## config.mk

```make
export PLATFORM = sky130hd
export DESIGN_NAME = led_top_display
export DESIGN_NICKNAME = d
export VERILOG_FILES = /design/src/rtl/led_top_display.sv
export SDC_FILE = /design/constraint.sdc
export NUM_CORES = 1
export LEC_CHECK = 0
export CORE_UTILIZATION = 45
export CTS_CLUSTER_DIAMETER = 200
export DETAILED_ROUTE_END_ITERATION = 10
export PLACE_DENSITY = 0.74
export SYNTH_ARGS = -nofsm -noshare
export SYNTH_HDL_FRONTEND = slang
export SYNTH_SLANG_ARGS = --single-unit
```

## constraint.sdc

```tcl
create_clock -name clk -period 3.6 [get_ports clk]
set_input_delay 0.54 -clock clk [delete_from_list [all_inputs] [get_ports clk]]
set_output_delay 0.54 -clock clk [all_outputs]
set_load 0.1 [all_outputs]
```

## src/rtl/led_top_display.sv

```systemverilog
// led_top_display
// Drives two 4-digit common-cathode seven-segment displays showing a 32-bit
// value as eight hex digits. Both groups are scanned by one shared index so
// digit K(n) of group 0 and group 1 are lit at the same time.
//
// Ports:
//   clk                 system clock, rising edge
//   rst                 synchronous active-high reset (all outputs dark)
//   crtl                0 = display on, 1 = display blanked (scan keeps running)
//   num[31:0]           value to show; num[31:16] on group 0, num[15:0] on group 1
//   LEDx_CA..LEDx_CG    segment a..g of group x, 1 = lit
//   LEDx_DP             decimal point of group x, always 0
//   DNx_K1..DNx_K4      digit selects of group x, K1 leftmost, 1 = selected
module led_top_display #(
    parameter int CLK_DIV = 100000
) (
    input  logic        clk,
    input  logic        rst,
    input  logic        crtl,
    input  logic [31:0] num,
    output logic        LED0_CA,
    output logic        LED0_CB,
    output logic        LED0_CC,
    output logic        LED0_CD,
    output logic        LED0_CE,
    output logic        LED0_CF,
    output logic        LED0_CG,
    output logic        LED0_DP,
    output logic        DN0_K1,
    output logic        DN0_K2,
    output logic        DN0_K3,
    output logic        DN0_K4,
    output logic        LED1_CA,
    output logic        LED1_CB,
    output logic        LED1_CC,
    output logic        LED1_CD,
    output logic        LED1_CE,
    output logic        LED1_CF,
    output logic        LED1_CG,
    output logic        LED1_DP,
    output logic        DN1_K1,
    output logic        DN1_K2,
    output logic        DN1_K3,
    output logic        DN1_K4
);

    localparam int             CW      = $clog2(CLK_DIV);
    localparam logic [CW-1:0]  CNT_MAX = CW'(CLK_DIV - 1);

    logic [CW-1:0] r_cnt;
    logic [1:0]    r_idx;
    logic [6:0]    r_seg0, r_seg1;
    logic [3:0]    r_sel0, r_sel1;

    logic          w_wrap;
    logic [3:0]    w_nib0, w_nib1;

    // Segment pattern {a,b,c,d,e,f,g} for one hex nibble.
    function automatic logic [6:0] f_seg(input logic [3:0] n);
        case (n)
            4'h0:    f_seg = 7'b1111110;
            4'h1:    f_seg = 7'b0110000;
            4'h2:    f_seg = 7'b1101101;
            4'h3:    f_seg = 7'b1111001;
            4'h4:    f_seg = 7'b0110011;
            4'h5:    f_seg = 7'b1011011;
            4'h6:    f_seg = 7'b1011111;
            4'h7:    f_seg = 7'b1110000;
            4'h8:    f_seg = 7'b1111111;
            4'h9:    f_seg = 7'b1111011;
            4'hA:    f_seg = 7'b1110111;
            4'hB:    f_seg = 7'b0011111;
            4'hC:    f_seg = 7'b1001110;
            4'hD:    f_seg = 7'b0111101;
            4'hE:    f_seg = 7'b1001111;
            default: f_seg = 7'b1000111;
        endcase
    endfunction

    assign w_wrap = (r_cnt == CNT_MAX);

    // idx 0 selects the leftmost digit, i.e. the most significant nibble.
    always_comb begin
        w_nib0 = num[31:28];
        w_nib1 = num[15:12];
        case (r_idx)
            2'd0: begin w_nib0 = num[31:28]; w_nib1 = num[15:12]; end
            2'd1: begin w_nib0 = num[27:24]; w_nib1 = num[11:8];  end
            2'd2: begin w_nib0 = num[23:20]; w_nib1 = num[7:4];   end
            default: begin w_nib0 = num[19:16]; w_nib1 = num[3:0]; end
        endcase
    end

    // Outputs are built from the pre-update idx, so each digit gets a full
    // CLK_DIV-cycle dwell with selects and segments switching on one edge.
    always_ff @(posedge clk) begin
        if (rst) begin
            r_cnt  <= '0;
            r_idx  <= '0;
            r_seg0 <= '0;
            r_seg1 <= '0;
            r_sel0 <= '0;
            r_sel1 <= '0;
        end else begin
            r_cnt <= w_wrap ? '0 : r_cnt + 1'b1;
            if (w_wrap)
                r_idx <= r_idx + 2'd1;
            if (crtl) begin
                r_seg0 <= '0;
                r_seg1 <= '0;
                r_sel0 <= '0;
                r_sel1 <= '0;
            end else begin
                r_seg0 <= f_seg(w_nib0);
                r_seg1 <= f_seg(w_nib1);
                r_sel0 <= 4'b1000 >> r_idx;
                r_sel1 <= 4'b1000 >> r_idx;
            end
        end
    end

    assign {LED0_CA, LED0_CB, LED0_CC, LED0_CD, LED0_CE, LED0_CF, LED0_CG} = r_seg0;
    assign {LED1_CA, LED1_CB, LED1_CC, LED1_CD, LED1_CE, LED1_CF, LED1_CG} = r_seg1;
    assign {DN0_K1, DN0_K2, DN0_K3, DN0_K4} = r_sel0;
    assign {DN1_K1, DN1_K2, DN1_K3, DN1_K4} = r_sel1;
    assign LED0_DP = 1'b0;
    assign LED1_DP = 1'b0;

endmodule

```

---- Yosys cells after proc, flatten, opt, wreduce, memory -nomap -nowiden ----
Memory sizes are Yosys's and may differ from the RTL's. A register that Yosys moved wholly into a read port is not among the register bits.
Cells that the tools add are included.
cells by class
  reduce and logical (&&, ||, !) cells .... 3
  multiplexer cells ....................... 2
  shift-type cells ........................ 1
  eq/ne operators ......................... 3
  add/sub/neg operators ................... 2
operators with widths
  cell                                                                 count
  4-bit one-hot mux with 3 select lines                                2
  17-bit by 1-bit adder with 17-bit output (second input constant)     1
  17-bit == test (second input constant)                               1
  2-bit OR reduction                                                   2
  4-bit by 2-bit right shift with 4-bit output (first input constant)  1
  2-bit by 1-bit adder with 2-bit output (second input constant)       1
  2-bit by 1-bit == test with 1-bit output (second input constant)     1
  2-bit == test (second input constant)                                1
  2-bit zero test                                                      1
word-level totals
  memories kept ........................... 2
  flip-flop bits (word level) ............. 23
  input port bits ......................... 35
  output and inout port bits .............. 24
  memory bits (read-only) ................. 224
  word-level logic and storage cells ...... 16
memory list
  name              words  bits a word  rd ports  clocked after Yosys merged registers in  wr ports  RTL line  text
  (name not given)  16     7            1         1                                        0         60        case (n)
  (name not given)  16     7            1         1                                        0         60

---- Longest topological paths before layout ----
  word-level depth ........................ 2
  gate-level depth with buffers ........... 11

---- Least setup slack after synthesis ----
No wires, ideal clock.
  path type ............................... reg-to-reg
  start point ............................. register r_idx[0]
  end point ............................... register r_seg1[3]
  library setup time ...................... 60 ps
  stages on the path, launching flop included .. 12
  setup slack ............................. 1132 ps
  data required time ...................... 3540 ps
  arrival ................................. 2408 ps
  cell sequence ........................... dfxtp_1 inv_1 ha_1 buf_6 a222oi_1 nand2_1 o21ai_0 inv_1 ha_1 or2_0 a211oi_1 a41o_1
on the way
  longest elaborated chain between the ends .. 2
  elaborated cells on any way between the ends .. 4
  classes of those cells .................. eq/ne: 2; mux: 1; reduce/logical: 1
RTL lines
  what                                         RTL line  text
  start: declaration                           51        logic [1:0] r_idx;
  start signal: assignment                     107       r_idx <= r_idx + 2'd1;
  2-bit == test, or another cell as far along  86        case (r_idx)
  4-bit one-hot mux with 3 select lines (*)    86
  end: declaration                             52        logic [6:0] r_seg0, r_seg1;
Every way passes the cells marked *; elsewhere a longest branch is shown, timed or not.
A chain may end at the register's enable or synchronous reset.

---- Final worst setup path ----
  start point ............................. register r_idx[1]
  end point ............................... register r_seg1[3]
The elaborated chain is that of the path after synthesis.

==> metrics.yaml <==
run_status:
  status: "finished, final reports clean"
clock_tree:
  worstSkewPairLatency_ps: 290
  cts-resized-gates: 0
  ctsLongestPathBuffers: 2
  root_buffer: "clkbuf_8"
  cts_setup_buffers: 0
  cts_tree: "built"
  cts_made_buffers: 5
  cts.reportedPaths.clkPinSlew_ps: 70
  cts_hold_buffers: 0
  h-tree-depth: 2
  cts_sinks: 37
global_route:
  grt_max_degree: 17
  grt_busiest_layer: "met2"
  grtUsageMet2_pct: 31.62
  grt_pass1_vias: 1720
  grt_use_met1_pct: 24.00
  use_met3_pct: 5.772
  antenna_found_initial: 0
  grt_pass1_wl_um: 7610
  overflow: 0
  gr-usage-all-layers_pct: 19.52
place:
  pre_cts_ws_ps: 751.4
  routabilityCongestion: 0.9084
  dp.final_hpwl_um: 3565
  numPortBuffers: 56
  numPlacedInstances: 325
min_path:
  hold_start: "r_cnt[0]"
  min_path_cells: 1
  min_to: "r_cnt[0]"
  hp-class: "flop to flop"
final_layout:
  fin_util_pct: 61.22
  area_growth_pct: 29.45
  finalNetCount: 334
  register_area_um2: 740.7
  instances_no_fill: 332
  multiInputGateArea_um2: 1175
  final_cell_mix: "clkdlybuf4s50_1 (56), dfxtp_1 (37), nor2_1 (31)"
  fillers: 380
  drive_above_1_share_pct: 6.429
  n_antenna_cell: 0
  final_common_cell: "clkdlybuf4s50_1"
critical_path:
  r2r.worst_path.cells: 8
  crit_path_end_kind: "flop"
  r2r-end: "r_seg1[3]"
  path_delay_family: "compound AO/OA/AOI/OAI gates"
  required_ps: 3840
  crit_start: "r_idx[1]"
  slowest_delay_ps: 740
  cp_max_fo: 11
  r2r_start: "r_idx[1]"
  worst_path_max_delay_cell: "o21ai_0"
  path_cells: "ha_1 > inv_1 > o21ai_0 > inv_1 > ha_1 > or2_0 > a211oi_1 > a41o_1"
  worstSetupStartpointType: "flop"
  r2r_slack_ps: 790
  path_buf_inv: 2
  arrival_ps: 3040
  setup.worst_path.class: "flop to flop"
floorplan:
  initial_core_util_pct: 47.29
  core_area_um2: 4384
  rows: 24
  die_w_um: 69.88
  die-area_um2: 4883
  num_io_pins: 59
  die_h_um: 69.88
synthesis:
  netlist.area_leader.share_pct: 35.73
  ys_warn_count: 0
  synth_edf_count: 0
  syn-cell-area_um2: 2073
  synth_area_leader_cell: "dfxtp_1"
  ys_seq_area_share_pct: 35.73
  yosysUniqueCellTypes: 44
  async_flop_share_pct: 0
  ys_ff_latch: 37
  synth_area_per_cell_um2: 8.975
  synth_area_leaders: "dfxtp_1 (36%), ha_1 (11%), nor2_1 (5.6%), xor2_1 (5.1%), a222oi_1 (2.9%)"
  syn_inst: 231
  ys.flop_type: "dfxtp_1"
sta:
  hold_viol: 0
  max_freq_mhz: 356.0
  setup_viol: 0
  relSlewSlack_pct: 34.45
  fin_skew_ps: 6.326
  setup_ws_ps: 791.1
  rsz0062_at_grt: "false"
  min_period_ps: 2809
  drv_slew: 0
  setup_tns_ps: 0
  worstMarginPinSlew_ps: 980.1
  post-route-period-util_pct: 78.02
route:
  wl_per_cell_um: 14.00
  routed-via-count: 1786
  drc: 0
  drt_first_pass_iters: 4
  routed_wl_um: 4648
  drt_iter0_drc: 140
  drtAntennaViolNets: 0
  routed_via_density: 5.380
run:
  maxCapViolCount: 0
pwr:
  vdd_drop_max_mv: 0.1687
  p_total_uw: 943.3
  p_leak_uw: 0.001083
  cellPowerDensity_nw_per_um2: 351.5
[synthesized netlist by cell type, types with 3 or more instances]
cell type	n
o21ai_0	4
mux2i_1	6
buf_4	7
nor3_1	7
nand2_1	15
xor2_1	12
buf_2	3
xnor2_1	4
a222oi_1	6
nor2_1	31
a221oi_1	4
buf_6	3
inv_1	14
ha_1	19
a21oi_1	8
dfxtp_1	37
nand2b_1	3
nand4_1	3
nand3_1	11
[through the flow]
step	hold WS [ps]	instance area, um^2
6_report	468.8	2684
5_1_grt	513.5	2684
4_1_cts	476.6	2684
3_5_place_dp	460.7	2594
3_3_place_gp	445.4	2594
2_1_floorplan	429.7	2077
[flip-flops by register name (all words and copies together), names as in the netlist]
register / cells
r_seg1: 7
r_idx: 2
r_sel1: 4
r_seg0: 7
r_cnt: 17
[area by class of cell]
cell class	instances	area share, %
multi-input combinational	166	43.78
timing repair buffer	56	20.89
inverter	14	1.958
clock buffer	6	3.077
sequential	37	27.60
tap	52	2.424
clock inverter	1	0.2797
[worst max path at each step]
stage                      to  slack [ps]  cells past startpoint
floorplan           r_seg1[3]        1130                     11
global placement    r_seg1[3]         840                      9
detailed placement  r_seg1[3]         750                      9
CTS                 r_seg1[3]         750                      8
global route        r_seg1[3]         500                      8
finish              r_seg1[3]         790                      8
[routing by layer]
metal | vias up | part of all wire, %
met5 | - | 0
met4 | 0 | 1.7
met3 | 8 | 4.6
met2 | 50 | 48
met1 | 835 | 46
li1 | 893 | -
[cells by family (layout without fill, tap and decap cells)]
family	after synthesis	count (layout)	synth area share (%)
AO/OA/AOI/OAI	37	37	14.42
XOR/XNOR	16	16	6.759
adder cells (fa/ha/maj)	19	19	11.47
buffers and inverters	29	77	7.785
flip-flops	37	37	35.73
multiplexers	9	9	4.707
other	1	2	0.1809
AND/OR/NAND/NOR	83	83	18.95
[power breakdown]
group,internal [uW],switching (uW)
Sequential,422,5.87
Clock,151,141
Combinational,78.9,144
[worst reg2reg max path: stages (launching register included)]
cell	delay (ps)
dfxtp_1	440
ha_1	300
inv_1	210
o21ai_0	740
inv_1	200
ha_1	300
or2_0	230
a211oi_1	230
a41o_1	110
No activity file was read; power rests on OpenSTA's default activity.
